File: config.mk
export PLATFORM = sky130hd
export DESIGN_NAME = ubc_multi
export DESIGN_NICKNAME = d
export VERILOG_FILES = /design/src/rtl/ubc_multi_pkg.sv /design/src/rtl/ubc_multi_chan_match.sv /design/src/rtl/ubc_multi.sv
export SDC_FILE = /design/constraint.sdc
export NUM_CORES = 1
export LEC_CHECK = 0
export ABC_AREA = 0
export BUFFER_PORTS_ARGS = -buffer_cell sky130_fd_sc_hd__buf_2
export CAP_MARGIN = 20
export CORE_AREA = 2 2 170 172
export CTS_BUF_LIST = sky130_fd_sc_hd__clkbuf_16
export DETAILED_ROUTE_END_ITERATION = 10
export DIE_AREA = 0 0 172 174
export PLACE_DENSITY = 0.93
export SYNTH_ARGS = -nofsm -noshare
export SYNTH_HDL_FRONTEND = slang
export SYNTH_HIERARCHICAL = 1
export SYNTH_SLANG_ARGS = --single-unit
File: constraint.sdc
create_clock -name CLK -period 4.85 [get_ports CLK]
set_clock_uncertainty 0.2 [all_clocks]
set_input_delay 0.2425 -clock CLK [delete_from_list [all_inputs] [get_ports CLK]]
set_output_delay 0.2425 -clock CLK [all_outputs]
set_load 0.05 [all_outputs]
File: src/rtl/ubc_multi_pkg.sv
// rtl/ubc_multi_pkg.sv - shared types, register layout and helpers for the user break controller
package ubc_multi_pkg;

   // Break bus-cycle condition, carried in the upper halfword of the +08 word
   typedef struct packed {
      logic [1:0] cd;   // 00 never, 01 CPU, 10 DMA, 11 either
      logic [1:0] id;   // 00 never, 01 ifetch, 10 data, 11 either
      logic [1:0] rw;   // 00 never, 01 read, 10 write, 11 either
      logic [1:0] sz;   // 00 any, else must equal the cycle size
   } bbr_t;

   // Break control fields, sized for the largest channel count
   typedef struct packed {
      logic [7:0] dbe;
      logic       seq;
      logic [7:0] cmf;
   } brcr_t;

   typedef enum logic {SEQ_IDLE = 1'b0, SEQ_ARMED = 1'b1} seq_state_t;

   localparam logic [31:0] REG_INIT = 32'h0000_0000;
   localparam logic [2:0]  OFS_BAR  = 3'd0;
   localparam logic [2:0]  OFS_BAMR = 3'd1;
   localparam logic [2:0]  OFS_BBR  = 3'd2;
   localparam logic [2:0]  OFS_BDR  = 3'd4;
   localparam logic [2:0]  OFS_BDMR = 3'd5;

   // Expand byte enables into a bit mask (BA[3] is the most significant byte)
   function automatic logic [31:0] lane_mask(input logic [3:0] ba);
      return {{8{ba[3]}}, {8{ba[2]}}, {8{ba[1]}}, {8{ba[0]}}};
   endfunction

   function automatic logic [31:0] merge(input logic [31:0] old, input logic [31:0] din,
                                         input logic [31:0] m);
      return (old & ~m) | (din & m);
   endfunction

   // BBR lives in bits [23:16] of the bus word; only that byte lane updates it
   function automatic bbr_t bbr_write(input bbr_t old, input logic [31:0] din, input logic [3:0] ba);
      return ba[2] ? bbr_t'(din[23:16]) : old;
   endfunction

   function automatic logic [31:0] bbr_read(input bbr_t b);
      return {8'h00, b, 16'h0000};
   endfunction

   function automatic logic [31:0] brcr_read(input brcr_t b);
      return {8'h00, b.dbe, b.seq, 7'h00, b.cmf};
   endfunction

endpackage

File: src/rtl/ubc_multi_chan_match.sv
// rtl/ubc_multi_chan_match.sv - combinational match of one break channel against the monitored cycle
module ubc_chan_match
   import ubc_multi_pkg::*;
(
   input  logic [31:0] bar,
   input  logic [31:0] bamr,
   input  bbr_t        bbr,
   input  logic [31:0] bdr,
   input  logic [31:0] bdmr,
   input  logic        dbe,
   input  logic [31:0] mon_a,
   input  logic [31:0] mon_d,
   input  logic [1:0]  mon_sz,
   input  logic        mon_we,
   input  logic        mon_if,
   input  logic        mon_dma,
   input  logic        mon_valid,
   output logic        match
);

   logic cd_ok, id_ok, rw_ok, sz_ok, addr_ok, data_ok;

   // Each condition field is a two-bit enable set; size and data are skipped for fetches
   always_comb begin
      cd_ok   = mon_dma ? bbr.cd[1] : bbr.cd[0];
      id_ok   = mon_if  ? bbr.id[0] : bbr.id[1];
      rw_ok   = mon_we  ? bbr.rw[1] : bbr.rw[0];
      sz_ok   = (bbr.sz == 2'b00) || mon_if || (bbr.sz == mon_sz);
      addr_ok = ((mon_a ^ bar) & ~bamr) == 32'h0;
      data_ok = !dbe || mon_if || (((mon_d ^ bdr) & ~bdmr) == 32'h0);
      match   = mon_valid & cd_ok & id_ok & rw_ok & sz_ok & addr_ok & data_ok;
   end

endmodule

File: src/rtl/ubc_multi.sv
// rtl/ubc_multi.sv - multi-channel user break controller with match pipeline and break IRQ
module ubc_multi
   import ubc_multi_pkg::*;
#(
   parameter int          NUM_CH = 2,
   parameter logic [31:0] BASE   = 32'hFFFF_FF40
) (
   input  logic        CLK,
   input  logic        RST_N,
   input  logic        CE_R,
   input  logic        CE_F,
   input  logic        RES_N,
   input  logic [31:0] IBUS_A,
   input  logic [31:0] IBUS_DI,
   output logic [31:0] IBUS_DO,
   input  logic [3:0]  IBUS_BA,
   input  logic        IBUS_WE,
   input  logic        IBUS_REQ,
   output logic        IBUS_BUSY,
   output logic        IBUS_ACT,
   input  logic [31:0] MON_A,
   input  logic [31:0] MON_D,
   input  logic [1:0]  MON_SZ,
   input  logic        MON_WE,
   input  logic        MON_IF,
   input  logic        MON_DMA,
   input  logic        MON_VALID,
   output logic        IRQ
);

   localparam logic [31:0] WIN = 32'(NUM_CH * 32 + 4);

   logic [31:0]       off, lm, rd_mux, reg_do;
   logic [26:0]       blk;
   logic [2:0]        word;
   logic              reg_sel, wr_en, brcr_hit, brcr_wr, seq, seq_nx;
   logic [31:0]       bar [NUM_CH];
   logic [31:0]       bamr [NUM_CH];
   logic [31:0]       bdr [NUM_CH];
   logic [31:0]       bdmr [NUM_CH];
   bbr_t              bbr [NUM_CH];
   logic [NUM_CH-1:0] cmf, dbe, dbe_nx, match_vec, match_q, set_vec, clr_vec, irq_src;
   seq_state_t        state, state_nx;
   brcr_t             br;

   assign off       = IBUS_A - BASE;
   assign blk       = off[31:5];
   assign word      = off[4:2];
   assign reg_sel   = IBUS_REQ && (off < WIN);
   assign brcr_hit  = reg_sel && (blk == 27'(NUM_CH)) && (word == 3'd0);
   assign wr_en     = reg_sel & IBUS_WE;
   assign brcr_wr   = wr_en & brcr_hit;
   assign lm        = lane_mask(IBUS_BA);
   assign IBUS_ACT  = reg_sel;
   assign IBUS_BUSY = 1'b0;
   assign IBUS_DO   = reg_sel ? reg_do : 32'h0;

   // Control-register next values and the write-0-to-clear mask for the flags
   always_comb begin
      seq_nx  = (brcr_wr && IBUS_BA[1]) ? IBUS_DI[15] : seq;
      dbe_nx  = (brcr_wr && IBUS_BA[2]) ? IBUS_DI[16 +: NUM_CH] : dbe;
      clr_vec = (brcr_wr && IBUS_BA[0]) ? ~IBUS_DI[NUM_CH-1:0] : '0;
   end

   genvar g;
   generate
      for (g = 0; g < NUM_CH; g++) begin : g_chan
         ubc_chan_match u_match (
            .bar(bar[g]), .bamr(bamr[g]), .bbr(bbr[g]), .bdr(bdr[g]), .bdmr(bdmr[g]),
            .dbe(dbe[g]), .mon_a(MON_A), .mon_d(MON_D), .mon_sz(MON_SZ), .mon_we(MON_WE),
            .mon_if(MON_IF), .mon_dma(MON_DMA), .mon_valid(MON_VALID), .match(match_vec[g])
         );
      end
   endgenerate

   // Per-channel condition registers, written with byte lanes on the rising phase
   always_ff @(posedge CLK or negedge RST_N) begin
      if (!RST_N) begin
         for (int n = 0; n < NUM_CH; n++) begin
            bar[n] <= REG_INIT; bamr[n] <= REG_INIT; bdr[n] <= REG_INIT; bdmr[n] <= REG_INIT;
            bbr[n] <= '0;
         end
      end else if (CE_R) begin
         for (int n = 0; n < NUM_CH; n++) begin
            if (!RES_N) begin
               bar[n] <= REG_INIT; bamr[n] <= REG_INIT; bdr[n] <= REG_INIT; bdmr[n] <= REG_INIT;
               bbr[n] <= '0;
            end else if (wr_en && blk == 27'(n)) begin
               case (word)
                  OFS_BAR:  bar[n]  <= merge(bar[n], IBUS_DI, lm);
                  OFS_BAMR: bamr[n] <= merge(bamr[n], IBUS_DI, lm);
                  OFS_BBR:  bbr[n]  <= bbr_write(bbr[n], IBUS_DI, IBUS_BA);
                  OFS_BDR:  bdr[n]  <= merge(bdr[n], IBUS_DI, lm);
                  OFS_BDMR: bdmr[n] <= merge(bdmr[n], IBUS_DI, lm);
                  default: ;
               endcase
            end
         end
      end
   end

   // Sequential-mode flag steering: channel 1 only counts once channel 0 has armed the FSM
   always_comb begin
      state_nx = state;
      set_vec  = match_q;
      if (seq) begin
         set_vec[1] = 1'b0;
         case (state)
            SEQ_IDLE: if (match_q[0]) state_nx = SEQ_ARMED;
            SEQ_ARMED: begin
               set_vec[1] = match_q[1];
               if (match_q[1] || (clr_vec[0] && !match_q[0])) state_nx = SEQ_IDLE;
            end
            default: state_nx = SEQ_IDLE;
         endcase
      end
      if (!seq_nx) state_nx = SEQ_IDLE;
   end

   // Sequence FSM state register
   always_ff @(posedge CLK or negedge RST_N) begin
      if (!RST_N)      state <= SEQ_IDLE;
      else if (CE_R)   state <= RES_N ? state_nx : SEQ_IDLE;
   end

   // In sequential mode a channel-0 flag alone is only a precondition, not a break
   always_comb begin
      irq_src = cmf;
      if (seq) irq_src[0] = 1'b0;
   end

   // Match pipeline: raw match, then flags (set beats clear), then registered IRQ
   always_ff @(posedge CLK or negedge RST_N) begin
      if (!RST_N) begin
         match_q <= '0; cmf <= '0; seq <= 1'b0; dbe <= '0; IRQ <= 1'b0;
      end else if (CE_R) begin
         if (!RES_N) begin
            match_q <= '0; cmf <= '0; seq <= 1'b0; dbe <= '0; IRQ <= 1'b0;
         end else begin
            match_q <= match_vec;
            cmf     <= (cmf & ~clr_vec) | set_vec;
            seq     <= seq_nx;
            dbe     <= dbe_nx;
            IRQ     <= |irq_src;
         end
      end
   end

   // Read multiplexer over the register window; unmapped offsets return 0
   always_comb begin
      br     = '0;
      br.cmf[NUM_CH-1:0] = cmf;
      br.dbe[NUM_CH-1:0] = dbe;
      br.seq = seq;
      rd_mux = 32'h0;
      for (int n = 0; n < NUM_CH; n++) begin
         if (blk == 27'(n)) begin
            case (word)
               OFS_BAR:  rd_mux = bar[n];
               OFS_BAMR: rd_mux = bamr[n];
               OFS_BBR:  rd_mux = bbr_read(bbr[n]);
               OFS_BDR:  rd_mux = bdr[n];
               OFS_BDMR: rd_mux = bdmr[n];
               default:  rd_mux = 32'h0;
            endcase
         end
      end
      if (brcr_hit) rd_mux = brcr_read(br);
   end

   // Read data is captured on the falling phase
   always_ff @(posedge CLK or negedge RST_N) begin
      if (!RST_N)     reg_do <= 32'h0;
      else if (CE_F)  reg_do <= rd_mux;
   end

endmodule

==> impl_metrics.py <==
metrics = {
    "placement": {
        "dp_hpwl_mm": 46.75,
        "io_buffer_count": 176,
        "place_congestion": 1.008,
        "dpl_cell_area_mm2": 0.01924,
        "placed_cells": 2447,
    },
    "setup_path": {
        "r2r-end": "match_q[0]$_DFFE_PN0P_",
        "max_stage_delay_ns": 0.57,
        "cp_slowest_cell": "or4_1",
        "critPathMaxFanout": 33,
        "cp.arrival_ns": 4.11,
        "r2r_slack_ns": 2.10,
        "r2r-start": "bdr[44]$_DFFE_PN0P_",
        "crit_chain": "dlygate4sd3_1, buf_2, inv_1, ha_1, or4_1, a211oi_1, o211a_1, nand4_1, buf_4, nor2_2, and3_1, buf_4, and2_1, buf_2",
        "cp-startpoint": "IBUS_A[6]",
        "crit_cells": 14,
        "worstPathBufferInverterCount": 6,
        "worstSetupEndpointType": "output pin",
        "crit_end": "IBUS_DO[5]",
        "rr_worst_depth": 7,
        "worst-setup-path-type": "in -> out",
        "crit_family": "buffers and inverters",
        "start_kind": "primary input",
        "required_ns": 4.41,
    },
    "floorplanning": {
        "die_h_um": 174,
        "num_rows": 62,
        "coreArea_mm2": 0.02824,
        "start_util_pct": 63.84,
        "chipWidth_um": 172,
        "pin_count": 180,
        "dieArea_mm2": 0.02993,
    },
    "finish": {
        "final_util_pct": 72.93,
        "fin_cells": 2541,
        "stdcell_area_mm2": 0.02059,
        "syn_to_final_growth_pct": 14.24,
        "final_nets": 2282,
        "num_antenna_cells": 0,
        "drive_gt1_share_pct": 14.28,
    },
    "logic_synthesis": {
        "syn-instance-count": 1978,
        "async_reset_ff_share_pct": 100.0,
        "ys_ff_latch": 313,
        "yosysWarnings": 6,
        "synth_fp_nets": 2125,
        "synth_cell_type_count": 62,
        "syn_area_mm2": 0.01803,
        "ys_seq_area_share_pct": 43.45,
        "syn_avg_cell_area_um2": 9.113,
        "synth_edf_count": 0,
        "synth_ff_type": "dfrtp_1",
    },
    "timing": {
        "clock.fmax_ghz": 0.2195,
        "slew_headroom_pct": 15.52,
        "drv_slew": 0,
        "finalSetupViolCount": 0,
        "period_share_pct": 93.96,
        "min_period_ns": 4.557,
        "worst_pin_slew_ns": 1.259,
        "rsz0062_at_grt": "false",
        "hold_violations": 0,
        "tns_ns": 0,
    },
    "global_routing": {
        "grt_max_degree": 126,
        "grt_pass1_wl_mm": 104.7,
        "grt_pass1_vias": 18072,
        "antenna_found_initial": 1,
        "grt.total_usage_pct": 46.24,
        "overflow": 0,
    },
    "detailed_routing": {
        "vias": 18869,
        "ant_nets": 0,
        "drcViolationCount": 0,
        "drtIter0Drc": 3294,
        "detail_route.wl_per_cell_um": 27.35,
        "wl_mm": 69.49,
        "vias_per_cell": 7.426,
        "first_pass_iters": 10,
    },
    "cts": {
        "cts_buffers": 34,
        "clk_path_buf_depth": 3,
        "cts.clk_slew.worst_paths_ns": 0.06,
        "insertion_delay_ns": 0.52,
        "cts_sinks": 313,
        "tritoncts": "yes",
        "cts_root_buffer": "clkbuf_16",
        "post-cts-setup-buffers": 0,
        "htreeDepth": 2,
    },
    "pwr": {
        "power.density_mw_per_mm2": 273.4,
        "p_leak_nw": 8.707,
        "vdd_drop_max_mv": 0.2289,
    },
    "job": {
        "cap_viol_max_count": 0,
    },
    "hold_path": {
        "min_from": "IBUS_REQ",
        "hold_path.class": "in -> reg",
    },
    "status": {
        "status": "completed",
    },
}
==> layout by cell type, fill, tap and decap left out, drive strengths merged, types with 35 or more instances in the layout <==
cell type and count:
a21oi 61, dfrtp 313, clkbuf 35, buf 212, xnor2 130, o21ai 95, and2 35, o2bb2ai 96
mux2i 40, nor2b 35, nor2 60, inv 64, a22oi 157, o22ai 92, nand3 151, dlygate4sd3 36
nand2 236
==> worst min-delay path, stage by stage <==
cell and delay [ns]:
buf_2 0.15, and3_1 0.16, a31oi_1 0.07, o21ai_0 0.06
==> cells in the mapped netlist (6+ instances only) <==
cell type / n / area share (%)
xnor2_1: 130 / 6.3
clkbuf_1: 108 / 2.2
o221ai_1: 13 / 0.63
o21ai_0: 84 / 2.3
a21oi_1: 61 / 1.7
mux2i_1: 40 / 2.2
nand2_1: 236 / 4.9
dfrtp_1: 313 / 43
nor3_1: 21 / 0.58
a31oi_1: 32 / 1.1
nand4_1: 24 / 0.83
and2_1: 35 / 1.2
o21ai_1: 11 / 0.31
nand2b_1: 9 / 0.31
a22oi_1: 157 / 6.5
o211ai_1: 33 / 1.4
o2111ai_1: 7 / 0.34
mux2_2: 6 / 0.37
nor2_1: 60 / 1.2
buf_1: 14 / 0.29
a31o_2: 18 / 0.87
nor4_1: 20 / 0.69
and3_1: 13 / 0.45
o22ai_1: 92 / 3.2
and4_1: 7 / 0.34
nand3_1: 151 / 4.2
a32o_1: 13 / 0.72
inv_1: 54 / 1.1
nor2b_1: 35 / 1.2
nor4_2: 8 / 0.56
or4_1: 6 / 0.25
o2bb2ai_1: 96 / 4.7
or3_1: 10 / 0.35
==> cell families after synthesis <==
group	Yosys count	share of synthesized area, %
buffers and inverters	182	3.838
AO/OA/AOI/OAI	653	25.58
flip-flops	313	43.45
XOR/XNOR	133	6.462
AND/OR/NAND/NOR	647	17.79
multiplexers	47	2.721
adder cells (fa/ha/maj)	2	0.1388
other	1	0.02080
==> how the worst min path moves through the flow <==
stage | cells past startpoint | end
finish | 4 | reg_do[0]$_DFFE_PN0P_
CTS | 4 | reg_do[0]$_DFFE_PN0P_
floorplan | 0 | IRQ$_DFFE_PN0P_
detailed placement | 1 | reg_do[15]$_DFFE_PN0P_
global route | 4 | reg_do[0]$_DFFE_PN0P_
global placement | 1 | reg_do[15]$_DFFE_PN0P_
==> state kept, by name, summed over array words and instances (netlist names) <==
name     flops
dbe          2
seq          1
bamr        64
bdr         64
match_q      2
bar         64
cmf          2
bbr         16
bdmr        64
state        1
IRQ          1
reg_do      32
==> what timing repair did <==
item,CTS,global route
gates resized for setup,0,1
endpoints found under the setup margin,0,32
hold endpoints to repair,240,0
hold buffers,36,0
==> per-layer routing <==
| layer | GRT usage [%] | share of wire (%) | up-vias |
|---|---|---|---|
| met5 | 0 | 0.019 | - |
| met4 | 31.41 | 9.0 | 2 |
| met3 | 15.87 | 16 | 484 |
| met2 | 66.45 | 42 | 1783 |
| met1 | 58.78 | 34 | 8859 |
| li1 | - | - | 7741 |
==> through the flow <==
| stage | hold WS (ns) | setup slack, ns | total power [mW] |
|---|---|---|---|
| 2_1_floorplan | -0.2531 | 0.7813 | 2.949 |
| 3_3_place_gp | 0.1142 | 0.9728 | 3.217 |
| 3_5_place_dp | 0.1089 | 0.7903 | 3.227 |
| 4_1_cts | 0.005975 | 0.2304 | 5.582 |
| 5_1_grt | 0.05554 | 0.08152 | 5.740 |
| 6_report | 0.01219 | 0.2932 | 5.630 |
==> final cells by class <==
| type | count | area (um^2) |
|---|---|---|
| inverter | 55 | 207.7 |
| timing repair buffer | 248 | 1553 |
| sequential | 313 | 7833 |
| fill | 2092 | 7645 |
| multi-input combinational | 1483 | 9532 |
| clock inverter | 23 | 111.4 |
| tap | 384 | 480.5 |
| clock buffer | 35 | 875.8 |
==> power breakdown <==
part / switching (mW) / internal [mW]
Clock: 1.09 / 1.31
Sequential: 0.0157 / 2.62
Combinational: 0.428 / 0.171
Power figures use the tool's default switching activity.
